`src/rtl/nano_rv32i_pkg.sv`:
```
// Shared definitions for the nano_rv32i MMIO peripherals:
// GPIO register word offsets and AXI-Lite slave FSM state encodings.
package nano_rv32i_pkg;

    localparam logic [2:0] GPIO_OFF_DATA_OUT   = 3'd0;
    localparam logic [2:0] GPIO_OFF_DATA_IN    = 3'd1;
    localparam logic [2:0] GPIO_OFF_DIR        = 3'd2;
    localparam logic [2:0] GPIO_OFF_SET        = 3'd3;
    localparam logic [2:0] GPIO_OFF_CLR        = 3'd4;
    localparam logic [2:0] GPIO_OFF_IRQ_EN     = 3'd5;
    localparam logic [2:0] GPIO_OFF_IRQ_STATUS = 3'd6;

    typedef enum logic {
        W_IDLE = 1'b0,
        W_RESP = 1'b1
    } gpio_wstate_e;

    typedef enum logic {
        R_IDLE = 1'b0,
        R_DATA = 1'b1
    } gpio_rstate_e;

endpackage

```
`src/rtl/gpio_sync.sv`:
```
// Two-flop synchronizer for asynchronous pad inputs.
// Both stages reset to zero.
module gpio_sync #(
    parameter int WIDTH = 8
) (
    input  logic             clk_i,
    input  logic             rst_n_i,
    input  logic [WIDTH-1:0] d_i,
    output logic [WIDTH-1:0] q_o
);

    logic [WIDTH-1:0] meta_q;
    logic [WIDTH-1:0] sync_q;

    // Two back-to-back flops to settle metastability.
    always_ff @(posedge clk_i or negedge rst_n_i) begin
        if (!rst_n_i) begin
            meta_q <= '0;
            sync_q <= '0;
        end else begin
            meta_q <= d_i;
            sync_q <= meta_q;
        end
    end

    assign q_o = sync_q;

endmodule

```
`src/rtl/axi_lite_gpio.sv`:
```
// AXI-Lite slave GPIO: DATA_OUT, DATA_IN, DIR, SET/CLR aliases.
// Define GPIO_IRQ_EN to add IRQ_EN / IRQ_STATUS registers and irq_o.
module axi_lite_gpio
    import nano_rv32i_pkg::*;
#(
    parameter int          GPIO_WIDTH = 8,
    parameter logic [31:0] RESET_OUT  = 32'h0,
    parameter int          ADDR_LSB   = 2
) (
    input  logic                  clk_i,
    input  logic                  rst_n_i,
    input  logic [31:0]           s_axi_awaddr_i,
    input  logic                  s_axi_awvalid_i,
    output logic                  s_axi_awready_o,
    input  logic [31:0]           s_axi_wdata_i,
    input  logic                  s_axi_wvalid_i,
    output logic                  s_axi_wready_o,
    output logic                  s_axi_bvalid_o,
    input  logic [31:0]           s_axi_araddr_i,
    input  logic                  s_axi_arvalid_i,
    output logic                  s_axi_arready_o,
    output logic [31:0]           s_axi_rdata_o,
    output logic                  s_axi_rvalid_o,
    input  logic                  s_axi_rready_i,
    input  logic [GPIO_WIDTH-1:0] gpio_i,
    output logic [GPIO_WIDTH-1:0] gpio_o,
    output logic [GPIO_WIDTH-1:0] gpio_oe_o
`ifdef GPIO_IRQ_EN
    ,
    output logic                  irq_o
`endif
);

    gpio_wstate_e          wstate_q, wstate_d;
    gpio_rstate_e          rstate_q, rstate_d;
    logic                  aw_done_q, w_done_q;
    logic [2:0]            awoff_q;
    logic [GPIO_WIDTH-1:0] wdata_q;
    logic [GPIO_WIDTH-1:0] data_out_q, dir_q, din;
    logic [31:0]           rdata_q, rd_val;
    logic                  aw_hs, w_hs, wr_fire, ar_hs;
    logic [2:0]            wr_off, rd_off;
    logic [GPIO_WIDTH-1:0] wr_data;
    logic                  unused_bits;

    assign unused_bits = ^{s_axi_awaddr_i, s_axi_araddr_i, s_axi_wdata_i};

    gpio_sync #(.WIDTH(GPIO_WIDTH)) u_sync (
        .clk_i   (clk_i),
        .rst_n_i (rst_n_i),
        .d_i     (gpio_i),
        .q_o     (din)
    );

    assign aw_hs   = (wstate_q == W_IDLE) && !aw_done_q && s_axi_awvalid_i;
    assign w_hs    = (wstate_q == W_IDLE) && !w_done_q && s_axi_wvalid_i;
    assign wr_fire = (wstate_q == W_IDLE)
                   && (aw_done_q || s_axi_awvalid_i)
                   && (w_done_q || s_axi_wvalid_i);
    assign wr_off  = aw_done_q ? awoff_q : s_axi_awaddr_i[ADDR_LSB+2:ADDR_LSB];
    assign wr_data = w_done_q ? wdata_q : s_axi_wdata_i[GPIO_WIDTH-1:0];

    // Write FSM next state and channel handshake outputs.
    always_comb begin
        wstate_d        = wstate_q;
        s_axi_awready_o = 1'b0;
        s_axi_wready_o  = 1'b0;
        s_axi_bvalid_o  = 1'b0;
        unique case (wstate_q)
            W_IDLE: begin
                s_axi_awready_o = !aw_done_q;
                s_axi_wready_o  = !w_done_q;
                if (wr_fire) wstate_d = W_RESP;
            end
            W_RESP: begin
                s_axi_bvalid_o = 1'b1;
                wstate_d       = W_IDLE;
            end
        endcase
    end

    // Write FSM state and capture of whichever half arrives first.
    always_ff @(posedge clk_i or negedge rst_n_i) begin
        if (!rst_n_i) begin
            wstate_q  <= W_IDLE;
            aw_done_q <= 1'b0;
            w_done_q  <= 1'b0;
            awoff_q   <= '0;
            wdata_q   <= '0;
        end else begin
            wstate_q <= wstate_d;
            if (wr_fire) begin
                aw_done_q <= 1'b0;
                w_done_q  <= 1'b0;
            end else begin
                if (aw_hs) begin
                    aw_done_q <= 1'b1;
                    awoff_q   <= s_axi_awaddr_i[ADDR_LSB+2:ADDR_LSB];
                end
                if (w_hs) begin
                    w_done_q <= 1'b1;
                    wdata_q  <= s_axi_wdata_i[GPIO_WIDTH-1:0];
                end
            end
        end
    end

    // Output data and direction registers, updated on write completion.
    always_ff @(posedge clk_i or negedge rst_n_i) begin
        if (!rst_n_i) begin
            data_out_q <= RESET_OUT[GPIO_WIDTH-1:0];
            dir_q      <= '0;
        end else if (wr_fire) begin
            case (wr_off)
                GPIO_OFF_DATA_OUT: data_out_q <= wr_data;
                GPIO_OFF_DIR:      dir_q      <= wr_data;
                GPIO_OFF_SET:      data_out_q <= data_out_q | wr_data;
                GPIO_OFF_CLR:      data_out_q <= data_out_q & ~wr_data;
                default:           ;
            endcase
        end
    end

    assign gpio_o    = data_out_q;
    assign gpio_oe_o = dir_q;

`ifdef GPIO_IRQ_EN
    logic [GPIO_WIDTH-1:0] irq_en_q, irq_status_q, din_prev_q;
    logic [GPIO_WIDTH-1:0] irq_rise, irq_clr;
    logic                  irq_q;

    assign irq_rise = din & ~din_prev_q & irq_en_q & ~dir_q;
    assign irq_clr  = (wr_fire && wr_off == GPIO_OFF_IRQ_STATUS) ? wr_data : '0;

    // Input edge detect; a new edge beats a same-cycle W1C.
    always_ff @(posedge clk_i or negedge rst_n_i) begin
        if (!rst_n_i) begin
            irq_en_q     <= '0;
            irq_status_q <= '0;
            din_prev_q   <= '0;
            irq_q        <= 1'b0;
        end else begin
            din_prev_q   <= din;
            irq_status_q <= (irq_status_q & ~irq_clr) | irq_rise;
            irq_q        <= |irq_status_q;
            if (wr_fire && wr_off == GPIO_OFF_IRQ_EN) irq_en_q <= wr_data;
        end
    end

    assign irq_o = irq_q;
`endif

    assign rd_off = s_axi_araddr_i[ADDR_LSB+2:ADDR_LSB];
    assign ar_hs  = (rstate_q == R_IDLE) && s_axi_arvalid_i;

    // Read data mux, zero-extended to the bus width.
    always_comb begin
        rd_val = '0;
        case (rd_off)
            GPIO_OFF_DATA_OUT:   rd_val = 32'(data_out_q);
            GPIO_OFF_DATA_IN:    rd_val = 32'(din);
            GPIO_OFF_DIR:        rd_val = 32'(dir_q);
`ifdef GPIO_IRQ_EN
            GPIO_OFF_IRQ_EN:     rd_val = 32'(irq_en_q);
            GPIO_OFF_IRQ_STATUS: rd_val = 32'(irq_status_q);
`endif
            default:             rd_val = '0;
        endcase
    end

    // Read FSM next state and channel outputs.
    always_comb begin
        rstate_d        = rstate_q;
        s_axi_arready_o = 1'b0;
        s_axi_rvalid_o  = 1'b0;
        unique case (rstate_q)
            R_IDLE: begin
                s_axi_arready_o = 1'b1;
                if (s_axi_arvalid_i) rstate_d = R_DATA;
            end
            R_DATA: begin
                s_axi_rvalid_o = 1'b1;
                if (s_axi_rready_i) rstate_d = R_IDLE;
            end
        endcase
    end

    // Read FSM state and read data held until accepted.
    always_ff @(posedge clk_i or negedge rst_n_i) begin
        if (!rst_n_i) begin
            rstate_q <= R_IDLE;
            rdata_q  <= '0;
        end else begin
            rstate_q <= rstate_d;
            if (ar_hs) rdata_q <= rd_val;
        end
    end

    assign s_axi_rdata_o = rdata_q;

endmodule

```
`config.mk`:
```
export PLATFORM = sky130hd
export DESIGN_NAME = axi_lite_gpio
export DESIGN_NICKNAME = d
export VERILOG_FILES = /design/src/rtl/nano_rv32i_pkg.sv /design/src/rtl/gpio_sync.sv /design/src/rtl/axi_lite_gpio.sv
export SDC_FILE = /design/constraint.sdc
export NUM_CORES = 1
export LEC_CHECK = 0
export ABC_AREA = 1
export BUFFER_PORTS_ARGS = -buffer_cell sky130_fd_sc_hd__buf_2
export CORE_MARGIN = 3
export CORE_UTILIZATION = 25
export CTS_CLUSTER_SIZE = 20
export DETAILED_ROUTE_END_ITERATION = 10
export PLACE_DENSITY = 0.49
export SLEW_MARGIN = 40
export SYNTH_ARGS = -nofsm -noshare
export SYNTH_HDL_FRONTEND = slang
export SYNTH_SLANG_ARGS = --single-unit
```
`constraint.sdc`:
```
create_clock -name clk_i -period 1.8 [get_ports clk_i]
set_input_delay 0.09 -clock clk_i [delete_from_list [all_inputs] [get_ports clk_i]]
set_output_delay 0.09 -clock clk_i [all_outputs]
set_load 0.05 [all_outputs]
```
==> impl_metrics.py <==
metrics = {
    "synth": {
        "synth_common_cells": "nand2_1, dfrtp_1, inv_1",
        "synth_area_leader_cell": "dfrtp_1",
        "synth_flop_cell": "dfrtp_1",
        "synth_seq_cells": 55,
        "avgSynthCellArea_sq_um": 8.443,
        "ys_top_cells_by_area": "dfrtp_1, nand2_1, buf_4, inv_1, o21ai_0",
        "synth.distinct_cells": 20,
        "ys.warnings.count": 0,
        "ys_seq_area_share_pct": 53.45,
        "mappedNetlistArea_sq_um": 2575,
        "synth-edff-count": 0,
        "async_flop_share_pct": 100.0,
        "netlist_instances": 305,
        "post-synth-top-count-cell": "nand2_1",
        "synth_top_area_share_pct": 53.45,
    },
    "global_route": {
        "antenna_found_initial": 0,
        "grt_max_degree": 31,
        "grt_pass1_wl_microns": 9756,
        "grt_pass1_vias": 1970,
        "overflow": 0,
        "grt_usage_pct": 10.78,
    },
    "layout": {
        "nets": 491,
        "drive_gt1_share_pct": 25.39,
        "diodes": 0,
        "syn_to_final_growth_pct": 23.57,
    },
    "worst_hold_path": {
        "hp-class": "in -> reg",
        "hold_end": "wdata_q[7]",
        "hp-start": "s_axi_wdata_i[7]",
        "hold_path_depth": 3,
    },
    "floorplan": {
        "core_sq_um": 9910,
        "io_pins": 163,
        "dieArea_sq_um": 11550,
        "die_y_microns": 107.5,
        "initial_core_util_pct": 25.98,
        "die_x_microns": 107.5,
        "rows": 36,
    },
    "setup_path": {
        "crit_fanout": 8,
        "r2r_slack_ps": 220,
        "regToRegStartpoint": "aw_done_q",
        "critical_path_class": "reg -> reg",
        "cp.required_ps": 2010,
        "start_kind": "register",
        "end_kind": "register",
        "reg2regPathDepth": 8,
        "r2r_end": "gpio_o[3]",
        "cp.arrival_ps": 1790,
    },
    "clock_tree": {
        "cts-root-buf": "clkbuf_8",
        "cts_tree": "built",
        "cts.path.max_buffers": 2,
        "clk_pin_slew_ps": 100,
        "numCtsBuffers": 5,
        "htree_levels": 2,
        "worstSkewPairLatency_ps": 310,
        "clock_sinks": 55,
        "cts_setup_buffers": 0,
    },
    "timing": {
        "rsz0062_at_grt": "false",
        "post-route-period-util_pct": 87.79,
        "hold_viol": 0,
        "clock_skew_ps": 12.11,
        "setup_tns_ps": 0,
        "setup_violations": 0,
        "slew_violations": 0,
        "fin_ws_ps": 219.8,
        "slew_headroom_pct": 57.98,
        "tightest_slew_ps": 628.0,
        "fin_crit_ps": 1580,
        "fmax_mhz": 632.8,
    },
    "drt": {
        "post_drt_wl_per_cell_microns": 11.45,
        "drt-total-wl_microns": 5897,
        "ant_nets": 0,
        "drt_first_pass_iters": 4,
        "vias_per_cell": 3.951,
        "vias": 2035,
        "drc": 0,
        "drt_iter0_markers": 85,
    },
    "place": {
        "place_ws_ps": 132.1,
        "numPortBuffers": 56,
        "dp_hpwl_microns": 4529,
        "place.gp.congestion": 0.7070,
    },
    "power_and_ir_drop": {
        "cellLeakagePower_nw": 1.713,
        "ir_worst_vdd_mv": 1.033,
        "p_per_area_nw_per_um2": 1538,
    },
    "status": {
        "status": "finished clean",
    },
    "run": {
        "cap_violations": 0,
    },
}
==> cells by family (layout without fill, tap and decap cells) <==
logic type	Yosys count	count (layout)	share of synthesized area (%)
AND/OR/NAND/NOR	160	160	26.24
other	1	24	0.1456
AO/OA/AOI/OAI	31	31	7.337
buffers and inverters	57	111	12.39
flip-flops	55	55	53.45
multiplexers	1	1	0.4373
==> where the power goes <==
| group | leakage [nW] | internal [mW] | switching [mW] |
|---|---|---|---|
| registers | 0.681 | 1.59 | 0.303 |
| logic | 0.982 | 0.584 | 1.70 |
| clock network | 0.0491 | 0.287 | 0.428 |
==> critical path: stages, from the launching register on <==
cell	delay (ps)
dfrtp_2	490
inv_2	120
nand2_1	50
nand2_1	90
nand3_1	160
a21oi_2	350
nand2_1	90
nand2_1	70
nand2_1	50
==> through the flow <==
step	power (mW)	utilization, %	instance area (sq um)	hold slack, ps	instances
final	4.893	32.11	3182	28.42	515
after global routing	5.266	32.11	3182	8.394	515
after CTS	4.969	32.10	3181	16.56	515
after detailed placement	4.213	30.13	2985	139.1	497
after global placement	4.173	30.13	2985	130.7	497
after floorplan	3.653	-	2676	-205.6	328
==> final cells by class <==
cell class                      instances  area (sq um)
Inverter                               29         108.9
Clock buffer                            5         68.82
Timing Repair Buffer                   74         452.9
Clock inverter                          3         26.28
Fill cell                            1082          6728
Sequential cell                        55          1378
Multi-Input combinational cell        216         980.9
Tap cell                              133         166.4
==> flip-flops by register name, summed over array words and instances (netlist names) <==
| register | flops |
|---|---|
| u_sync.meta_q | 8 |
| gpio_oe_o | 8 |
| awoff_q | 3 |
| wdata_q | 8 |
| wstate_q | 1 |
| s_axi_rdata_o | 8 |
| w_done_q | 1 |
| aw_done_q | 1 |
| u_sync.q_o | 8 |
| gpio_o | 8 |
| rstate_q | 1 |
==> worst max path at each step <==
| stage | depth (start not counted) | to | from | slack, ps |
|---|---|---|---|---|
| 2_1_floorplan | 5 | wdata_q[7] | wstate_q | 40 |
| 3_3_place_gp | 9 | gpio_o[7] | aw_done_q | 180 |
| 3_5_place_dp | 9 | gpio_o[6] | aw_done_q | 130 |
| 4_1_cts | 9 | gpio_o[3] | aw_done_q | 110 |
| 5_1_grt | 8 | gpio_o[4] | aw_done_q | 20 |
| 6_report | 8 | gpio_o[3] | aw_done_q | 220 |
==> what timing repair did <==
action,CTS,global route
resized for setup,0,1
endpoints found under the setup margin,0,7
hold buffers,10,0
endpoints found under the hold margin,34,0
==> placed cells by master (no fill, tap or decap) <==
cell and n:
or2_2 7, nand4_2 1, dfrtp_1 54, nor2_4 4, nor3_4 1, o21ai_2 8, conb_1 24, o21ai_0 21
mux2_2 1, nand2_1 126, buf_2 56, buf_12 1, nor3_1 2, buf_4 7, clkinv_4 1, inv_1 28
nand3_1 15, a21oi_2 1, inv_2 1, nor2_1 4, clkbuf_8 5, a21oi_1 1, inv_6 2, dfrtp_2 1
dlygate4sd3_1 10
==> routing by layer <==
layer	track usage (%)	wire length (microns)
met5	0	0
met4	2.435	28
met3	2.699	338
met2	17.36	2757
met1	14.61	2772
Power figures use the tool's default switching activity.
